--- src/rtl/wb_fifo_drain.sv ---
// rtl/wb_fifo_drain.sv - drains one cache line from the write-back FIFO as an incrementing memory burst
// Single output register stage; pops are steered so a stalled beat never loses FIFO data.
module wb_fifo_drain #(
   parameter int W_DATA     = 32,
   parameter int W_ADDR     = 32,
   parameter int C_BURSTLEN = 8
) (
   input  logic              sClk_i,
   input  logic              snRst_i,
   input  logic              Start_i,
   input  logic [W_ADDR-1:0] LineAddr_i,
   input  logic              FifoEmpty_i,
   input  logic [W_DATA-1:0] FifoData_32i,
   output logic              FifoRead_o,
   output logic              MemValid_o,
   input  logic              MemReady_i,
   output logic [W_ADDR-1:0] MemAddr_o,
   output logic [W_DATA-1:0] MemWData_o,
   output logic              MemLast_o,
   output logic              Busy_oc,
   output logic              Done_o
);

   localparam int BYTES = W_DATA / 8;
   localparam int B_SH  = $clog2(BYTES);
   localparam int OFF_W = $clog2(C_BURSTLEN * BYTES);
   localparam int CNT_W = $clog2(C_BURSTLEN) + 1;

   localparam logic [CNT_W-1:0]  CNT_FULL   = CNT_W'(C_BURSTLEN);
   localparam logic [CNT_W-1:0]  CNT_LAST   = CNT_W'(C_BURSTLEN - 1);
   localparam logic [W_ADDR-1:0] ALIGN_MASK = {W_ADDR{1'b1}} << OFF_W;

   typedef enum logic [1:0] {
      S_IDLE  = 2'd0,
      S_BURST = 2'd1,
      S_DONE  = 2'd2
   } state_t;

   state_t              state_q, state_d;
   logic [W_ADDR-1:0]   base_q, base_d;
   logic [CNT_W-1:0]    issued_q, issued_d;
   logic [CNT_W-1:0]    accepted_q, accepted_d;
   logic                valid_q, valid_d;
   logic [W_ADDR-1:0]   addr_q, addr_d;
   logic [W_DATA-1:0]   wdata_q, wdata_d;
   logic                last_q, last_d;
   logic                load;
   logic                accept;
   logic [W_ADDR-1:0]   beat_addr;

   assign accept    = valid_q & MemReady_i;
   assign beat_addr = base_q + (W_ADDR'(issued_q) << B_SH);

   always_ff @(posedge sClk_i) begin
      if (!snRst_i) begin
         state_q <= S_IDLE;
      end else begin
         state_q <= state_d;
      end
   end

   // The final accept is identified both by the last flag and the accept count.
   always_comb begin
      state_d = state_q;
      case (state_q)
         S_IDLE:  if (Start_i) state_d = S_BURST;
         S_BURST: if (accept && last_q && (accepted_q == CNT_LAST)) state_d = S_DONE;
         S_DONE:  state_d = S_IDLE;
         default: state_d = S_IDLE;
      endcase
   end

   always_comb begin
      load       = (state_q == S_BURST) && (issued_q < CNT_FULL) && !FifoEmpty_i
                   && (!valid_q || MemReady_i);
      FifoRead_o = load;
      Busy_oc    = (state_q != S_IDLE);
      Done_o     = (state_q == S_DONE);
   end

   always_comb begin
      base_d     = base_q;
      issued_d   = issued_q;
      accepted_d = accepted_q;
      valid_d    = valid_q;
      addr_d     = addr_q;
      wdata_d    = wdata_q;
      last_d     = last_q;
      case (state_q)
         S_IDLE: begin
            if (Start_i) begin
               base_d     = LineAddr_i & ALIGN_MASK;
               issued_d   = '0;
               accepted_d = '0;
            end
         end
         S_BURST: begin
            if (accept) begin
               accepted_d = accepted_q + CNT_W'(1);
            end
            if (load) begin
               wdata_d  = FifoData_32i;
               addr_d   = beat_addr;
               last_d   = (issued_q == CNT_LAST);
               valid_d  = 1'b1;
               issued_d = issued_q + CNT_W'(1);
            end else if (accept) begin
               valid_d = 1'b0;
               last_d  = 1'b0;
            end
         end
         default: ;
      endcase
   end

   always_ff @(posedge sClk_i) begin
      if (!snRst_i) begin
         base_q     <= '0;
         issued_q   <= '0;
         accepted_q <= '0;
         valid_q    <= 1'b0;
         addr_q     <= '0;
         wdata_q    <= '0;
         last_q     <= 1'b0;
      end else begin
         base_q     <= base_d;
         issued_q   <= issued_d;
         accepted_q <= accepted_d;
         valid_q    <= valid_d;
         addr_q     <= addr_d;
         wdata_q    <= wdata_d;
         last_q     <= last_d;
      end
   end

   assign MemValid_o = valid_q;
   assign MemAddr_o  = addr_q;
   assign MemWData_o = wdata_q;
   assign MemLast_o  = last_q;

endmodule
--- config.mk ---
export PLATFORM = sky130hd
export DESIGN_NAME = wb_fifo_drain
export DESIGN_NICKNAME = d
export VERILOG_FILES = /design/src/rtl/wb_fifo_drain.sv
export SDC_FILE = /design/constraint.sdc
export NUM_CORES = 1
export LEC_CHECK = 0
export CAP_MARGIN = 20
export CORE_AREA = 2 2 99 101
export CTS_CLUSTER_DIAMETER = 120
export DETAILED_ROUTE_END_ITERATION = 7
export DIE_AREA = 0 0 101 103
export PLACE_DENSITY = 0.82
export SLEW_MARGIN = 25
export SYNTH_ARGS = -nofsm -noshare
export SYNTH_HDL_FRONTEND = slang
export SYNTH_SLANG_ARGS = --single-unit
--- constraint.sdc ---
create_clock -name sClk_i -period 3.1 [get_ports sClk_i]
set_input_delay 0.31 -clock sClk_i [delete_from_list [all_inputs] [get_ports sClk_i]]
set_output_delay 0.31 -clock sClk_i [all_outputs]
set_load 0.05 [all_outputs]
==> impl_metrics.tcl, run 1 <==
set metrics [dict create \
    drt_first_pass_iters 4 \
    rr_worst_depth 6 \
    holdCritStartpoint "MemAddr_o[3]" \
    setup_viol 0 \
    cts_sinks 101 \
    initial_core_util 0.4328 \
    fmax_mhz 396.6 \
    rsz0062_at_grt "false" \
    p_leak_nw 1.937 \
    cts_hold_buf 0 \
    hold_violations 0 \
    worstMarginPinSlew_ns 0.6513 \
    yosysTopAreaCell "dfxtp_1" \
    place_hpwl_um 7276 \
    grt_max_degree 53 \
    syn_inst 513 \
    critPathCaptureType "flop" \
    post-route-min-period_ns 2.522 \
    core_um2 9459 \
    clk_path_buf_depth 2 \
    min_path_cells 2 \
    grt_pass1_vias 3556 \
    io_pins 138 \
    yosys_warnings 0 \
    numCtsBuffers 9 \
    hp-class "flop to flop" \
    cts_resized 0 \
    cp.required_ns 3.39 \
    path_max_fanout 10 \
    rr_startpoint "issued_q[3]" \
    drt_iter0_drc 99 \
    rr_endpoint "MemAddr_o[31]" \
    post_drt_wl_per_cell_um 13.80 \
    yosys.area.top_type_share 0.4939 \
    clk_latency_ns 0.36 \
    fin_skew_ns 0.01408 \
    drt-vias-per-instance 5.195 \
    vias 3860 \
    yosysUniqueCellTypes 39 \
    peakVddDrop_uv 243.3 \
    syn_area_um2 4094 \
    rows 36 \
    gp_congestion 0.8405 \
    final_util 0.5979 \
    drv_slew 0 \
    n_antenna_cell 0 \
    clk_pin_slew_ns 0.10 \
    syn-mean-instance-area_um2 7.980 \
    routed_wl_um 10250 \
    drive_gt1_frac 0.05405 \
    die_x_um 101 \
    ys_seq_area_frac 0.4939 \
    r2r_slack_ns 0.58 \
    antenna_found_initial 0 \
    min_to "MemAddr_o[3]" \
    syn2layout_area_growth_pct 38.14 \
    ys_ff_latch 101 \
    power_density_nw_per_um2 476.3 \
    cts_htree_levels 3 \
    grt_overflow 0 \
    synthTopCellsByArea "dfxtp_1, nand2_1, a21oi_1, clkbuf_1, o21ai_0" \
    slew_headroom 0.5658 \
    fin_crit_sh 0.8134 \
    ctsRootBufferMaster "clkbuf_8" \
    grt_pass1_wl_um 16150 \
    remaining_drc_errors 0 \
    tns_ns 0 \
    gr-usage-all-layers 0.1953 \
    nets 697 \
    cts_tree "done" \
    worstPathArrival_ns 2.81 \
    die-height_um 103 \
    io_buffers 130 \
    antenna_left 0 \
    drv_cap 0 \
    dieArea_um2 10400 \
    startpoint_type "flop" \
    crit_type "flop to flop" \
    post_cts_buffers 0 \
    outcome "completed" \
]
## synthesized netlist by cell type (all sizes together)
cell type    n
nand3       13
o211ai       1
a21oi       79
nor2        14
nor4         2
a211o        1
ha           4
a41oi        1
nor2b        2
a31oi        9
nand4       12
xor2         8
buf          6
inv          8
and4bb       1
or3          4
or2          3
a211oi       6
clkbuf      31
and3b        1
nand2b       2
nor3         5
conb         1
nor4b        1
nand2      141
and4b        1
o21ai       23
dfxtp      101
or4          8
and4         3
and3         3
xnor2       10
o31ai        7
nand4b       1
## metrics by stage
stage               hold WS, ns  cell area (µm²)  power (mW)  worst slack (ns)  cells
floorplan                0.4406             4098       1.722            0.9451    514
global placement         0.4424             5463       1.919            0.6666    727
detailed placement       0.4463             5463       1.929            0.6163    727
CTS                      0.4614             5655       2.721            0.5763    743
global route             0.4744             5655       2.816            0.4273    743
finish                   0.4571             5655       2.694            0.5784    743
## worst max-delay path by stage
| stage | endpoint | startpoint | cells after the start | slack (ns) |
|---|---|---|---|---|
| global route | MemAddr_o[31] | issued_q[3] | 6 | 0.43 |
| floorplan | MemAddr_o[31] | issued_q[3] | 7 | 0.95 |
| finish | MemAddr_o[31] | issued_q[3] | 6 | 0.58 |
| CTS | MemAddr_o[31] | issued_q[3] | 6 | 0.58 |
| global placement | MemAddr_o[31] | issued_q[3] | 6 | 0.67 |
| detailed placement | MemAddr_o[31] | issued_q[3] | 6 | 0.62 |
## cells by family after synthesis
logic type      Yosys count  share of synthesized area
compound gates          127                     0.1684
xor+xnor                 18                    0.03851
fa+ha+maj                 4                    0.01223
buf+inv                  45                    0.04370
flops                   101                     0.4939
other cells               1                  0.0009160
simple gates            217                     0.2424
## power breakdown
part | internal, mW | switching (mW)
registers | 1.36 | 0.0539
clock network | 0.328 | 0.467
logic | 0.195 | 0.290
total | 1.88 | 0.811
## cell type report
class                   instances  area (µm²)
clock buffers                  10       137.6
clock inverters                 6       55.05
fillers                       807        3804
inverters                       8       30.03
multi-input cells             368        1899
flip-flops and latches        101        2022
well taps                     114       142.6
repair buffers                136        1369
## sequential cells by signal, indices dropped and copies added, names as in the netlist
name	cells
base_q	27
MemWData_o	32
issued_q	4
state_q	2
MemLast_o	1
MemAddr_o	30
MemValid_o	1
accepted_q	4
## worst max-delay path, stage by stage (launching register included)
cell	delay (ns)
dfxtp_1	0.38
ha_1	0.22
ha_1	0.23
nand4_1	0.28
or4_1	0.67
or4_1	0.52
a31oi_1	0.16
## per-layer routing
metal	routed length (µm)	vias up	GRT usage	part of all wire
met5	0	-	0	0
li1	-	1981	-	-
met4	162	0	0.08212	0.016
met1	4407	1738	0.2253	0.43
met2	5063	129	0.3544	0.49
met3	617	12	0.03797	0.060
## placed cells by master (no fill, tap or decap), types with 6 or more instances in the layout
cell / Yosys / routed
nand2_1: 141 / 141
clkdlybuf4s50_1: 0 / 129
dfxtp_1: 101 / 101
a21oi_1: 79 / 79
o21ai_0: 23 / 23
nand3_1: 13 / 13
nor2_1: 14 / 13
nand4_1: 11 / 11
xnor2_1: 10 / 10
clkbuf_8: 0 / 10
a31oi_1: 9 / 9
xor2_1: 8 / 8
or4_1: 8 / 8
o31ai_1: 7 / 7
inv_1: 8 / 6
a211oi_1: 6 / 6
Power figures use the tool's default switching activity.
==> run 2, diff against run 1 <==
- CORE_AREA: 2 2 99 101 -> 2 2 103 105
- DIE_AREA: 0 0 101 103 -> 0 0 105 107
- PLACE_DENSITY: 0.82 -> 0.79
- clock period: 3.1 -> 2.2 ns (I/O delays scaled with it)
==> run 2 against run 1 <==
  * Register-to-register slack got worse by 0.50 ns
  * Die area is 8.0% higher
  * Clock power up 52%
  * Clock skew increased by 0.0016 ns
  * Critical path depth stayed put
  * Via count grew 1.1%
  * Wire length up 5.0%
  * Cell area is 2.6% higher
  * Combinational power grew 47%
  * Maximum frequency is 19% higher
  * Hold slack got worse by 0.068 ns
  * Worst setup slack got worse by 0.50 ns
==> impl_metrics.tcl, run 2 (same netlist as run 1, synthesis figures left out) <==
set metrics [dict create \
    outcome "completed" \
    min_path_cells 3 \
    min_to "MemWData_o[7]" \
    fill_cells 918 \
    n_antenna_cell 0 \
    antenna_left 0 \
    grt_max_degree 58 \
    io_buffers 130 \
    die_x_um 105 \
    gr-usage-all-layers 0.1921 \
    vias 3903 \
    grt_pass1_vias 3827 \
    path_cells "ha_1, ha_1, nand4_1, or4_4, or4_1, a31oi_1" \
    core_um2 10090 \
    cp.required_ns 2.49 \
    ctsRootBufferMaster "clkbuf_8" \
    setup_viol 0 \
    drt_first_pass_iters 4 \
    rr_worst_depth 6 \
    hold_violations 0 \
    drive_gt1_frac 0.07344 \
    critPathCaptureType "flop" \
    post_drt_wl_per_cell_um 13.87 \
    die-height_um 107 \
    syn2layout_area_growth_pct 41.69 \
    crit_type "flop to flop" \
    rsz0062_at_grt "false" \
    worstMarginPinSlew_ns 0.6098 \
    power_density_nw_per_um2 673.9 \
    startpoint_type "flop" \
    fmax_mhz 471.5 \
    critPathLaunch "base_q[5]" \
    path_max_fanout 10 \
    largest_register_ffs 32 \
    clk_latency_ns 0.36 \
    p_leak_nw 1.997 \
    r2r_slack_ns 0.08 \
    fin_crit_sh 0.9640 \
    whs_ns 0.3888 \
    grt_overflow 0 \
    slowest_delay_ns 0.51 \
    nets 708 \
    grt_pass1_wl_um 17750 \
    remaining_drc_errors 0 \
    slowest_stage "or4_4" \
    worstPathArrival_ns 2.41 \
    clk_path_buf_depth 2 \
    tns_ns 0 \
    holdCritStartpoint "FifoData_32i[7]" \
    io_pins 138 \
    cts_sinks 101 \
    dieArea_um2 11240 \
    initial_core_util 0.4057 \
    rr_endpoint "MemAddr_o[31]" \
    drv_cap 0 \
    cp_top_family "simple AND/OR/NAND/NOR gates" \
    peakVddDrop_uv 475.4 \
    worstPathBufferInverterCount 0 \
    routed_wl_um 10760 \
    post-route-min-period_ns 2.121 \
    clk_pin_slew_ns 0.11 \
    cts_tree "done" \
    cts_htree_levels 3 \
    place_hpwl_um 7911 \
    drv_slew 0 \
    fin_skew_ns 0.01572 \
    drt-vias-per-instance 5.030 \
    layout_common_cells "nand2_1, clkdlybuf4s50_1, dfxtp_1" \
    rr_startpoint "base_q[5]" \
    gp_congestion 0.8401 \
    numCtsBuffers 9 \
    hp-class "primary input to flop" \
    drt_iter0_drc 200 \
    cpMostUsedCell "ha_1" \
    antenna_found_initial 0 \
    rows 37 \
    cts_hold_buf 0 \
    final_common_cell "nand2_1" \
    fin_ws_ns 0.07915 \
    slew_headroom 0.5935 \
    p_total_mw 3.909 \
    pre_cts_ws_ns 0.04364 \
]
run 2: area by class of cell:
cell class	count	area (µm²)	share of cell area
Tap cell	136	170.2	0.02934
Timing Repair Buffer	147	1464	0.2524
Multi-Input combinational cell	368	1909	0.3292
Inverter	8	30.03	0.005177
Sequential cell	101	2022	0.3486
Clock inverter	7	81.33	0.01402
Clock buffer	9	123.9	0.02135
run 2: stage by stage:
stage,util,instance area [µm²],instances
after floorplan,-,4098,514
after global placement,0.5534,5585,760
after detailed placement,0.5534,5585,760
after CTS,0.5738,5791,776
after global routing,0.5748,5801,776
final,0.5748,5801,776
run 2: worst reg2reg max path, cell delays in order (launching register included):
cell and delay [ns]:
dfxtp_1 0.35, ha_1 0.21, ha_1 0.19, nand4_1 0.15
or4_4 0.51, or4_1 0.49, a31oi_1 0.16
run 2: repair_timing:
action,CTS,global route
setup buffers,0,0
gates resized for setup,0,2
endpoints found under the setup margin,0,6
run 2: metal layers:
metal / track usage / vias to the layer above / routed length, µm
met5: 0 / - / 0
met4: 0.06762 / 0 / 61
met3: 0.03100 / 4 / 639
met2: 0.3520 / 112 / 5473
met1: 0.2266 / 1785 / 4589
li1: - / 2002 / -
run 2: where the power goes:
part,internal (mW),switching (mW),total (mW)
clock network,0.542,0.673,1.21
registers,1.92,0.0675,1.98
logic,0.288,0.423,0.711
total,2.75,1.16,3.91
run 2: how the worst max path moves through the flow:
stage	endpoint	slack, ns	cells after the start
after CTS	MemAddr_o[31]	0.01	6
after floorplan	MemAddr_o[31]	0.05	7
after global routing	MemAddr_o[31]	0.03	6
after detailed placement	MemAddr_o[31]	0.04	6
final	MemAddr_o[31]	0.08	6
after global placement	MemAddr_o[31]	0.07	6
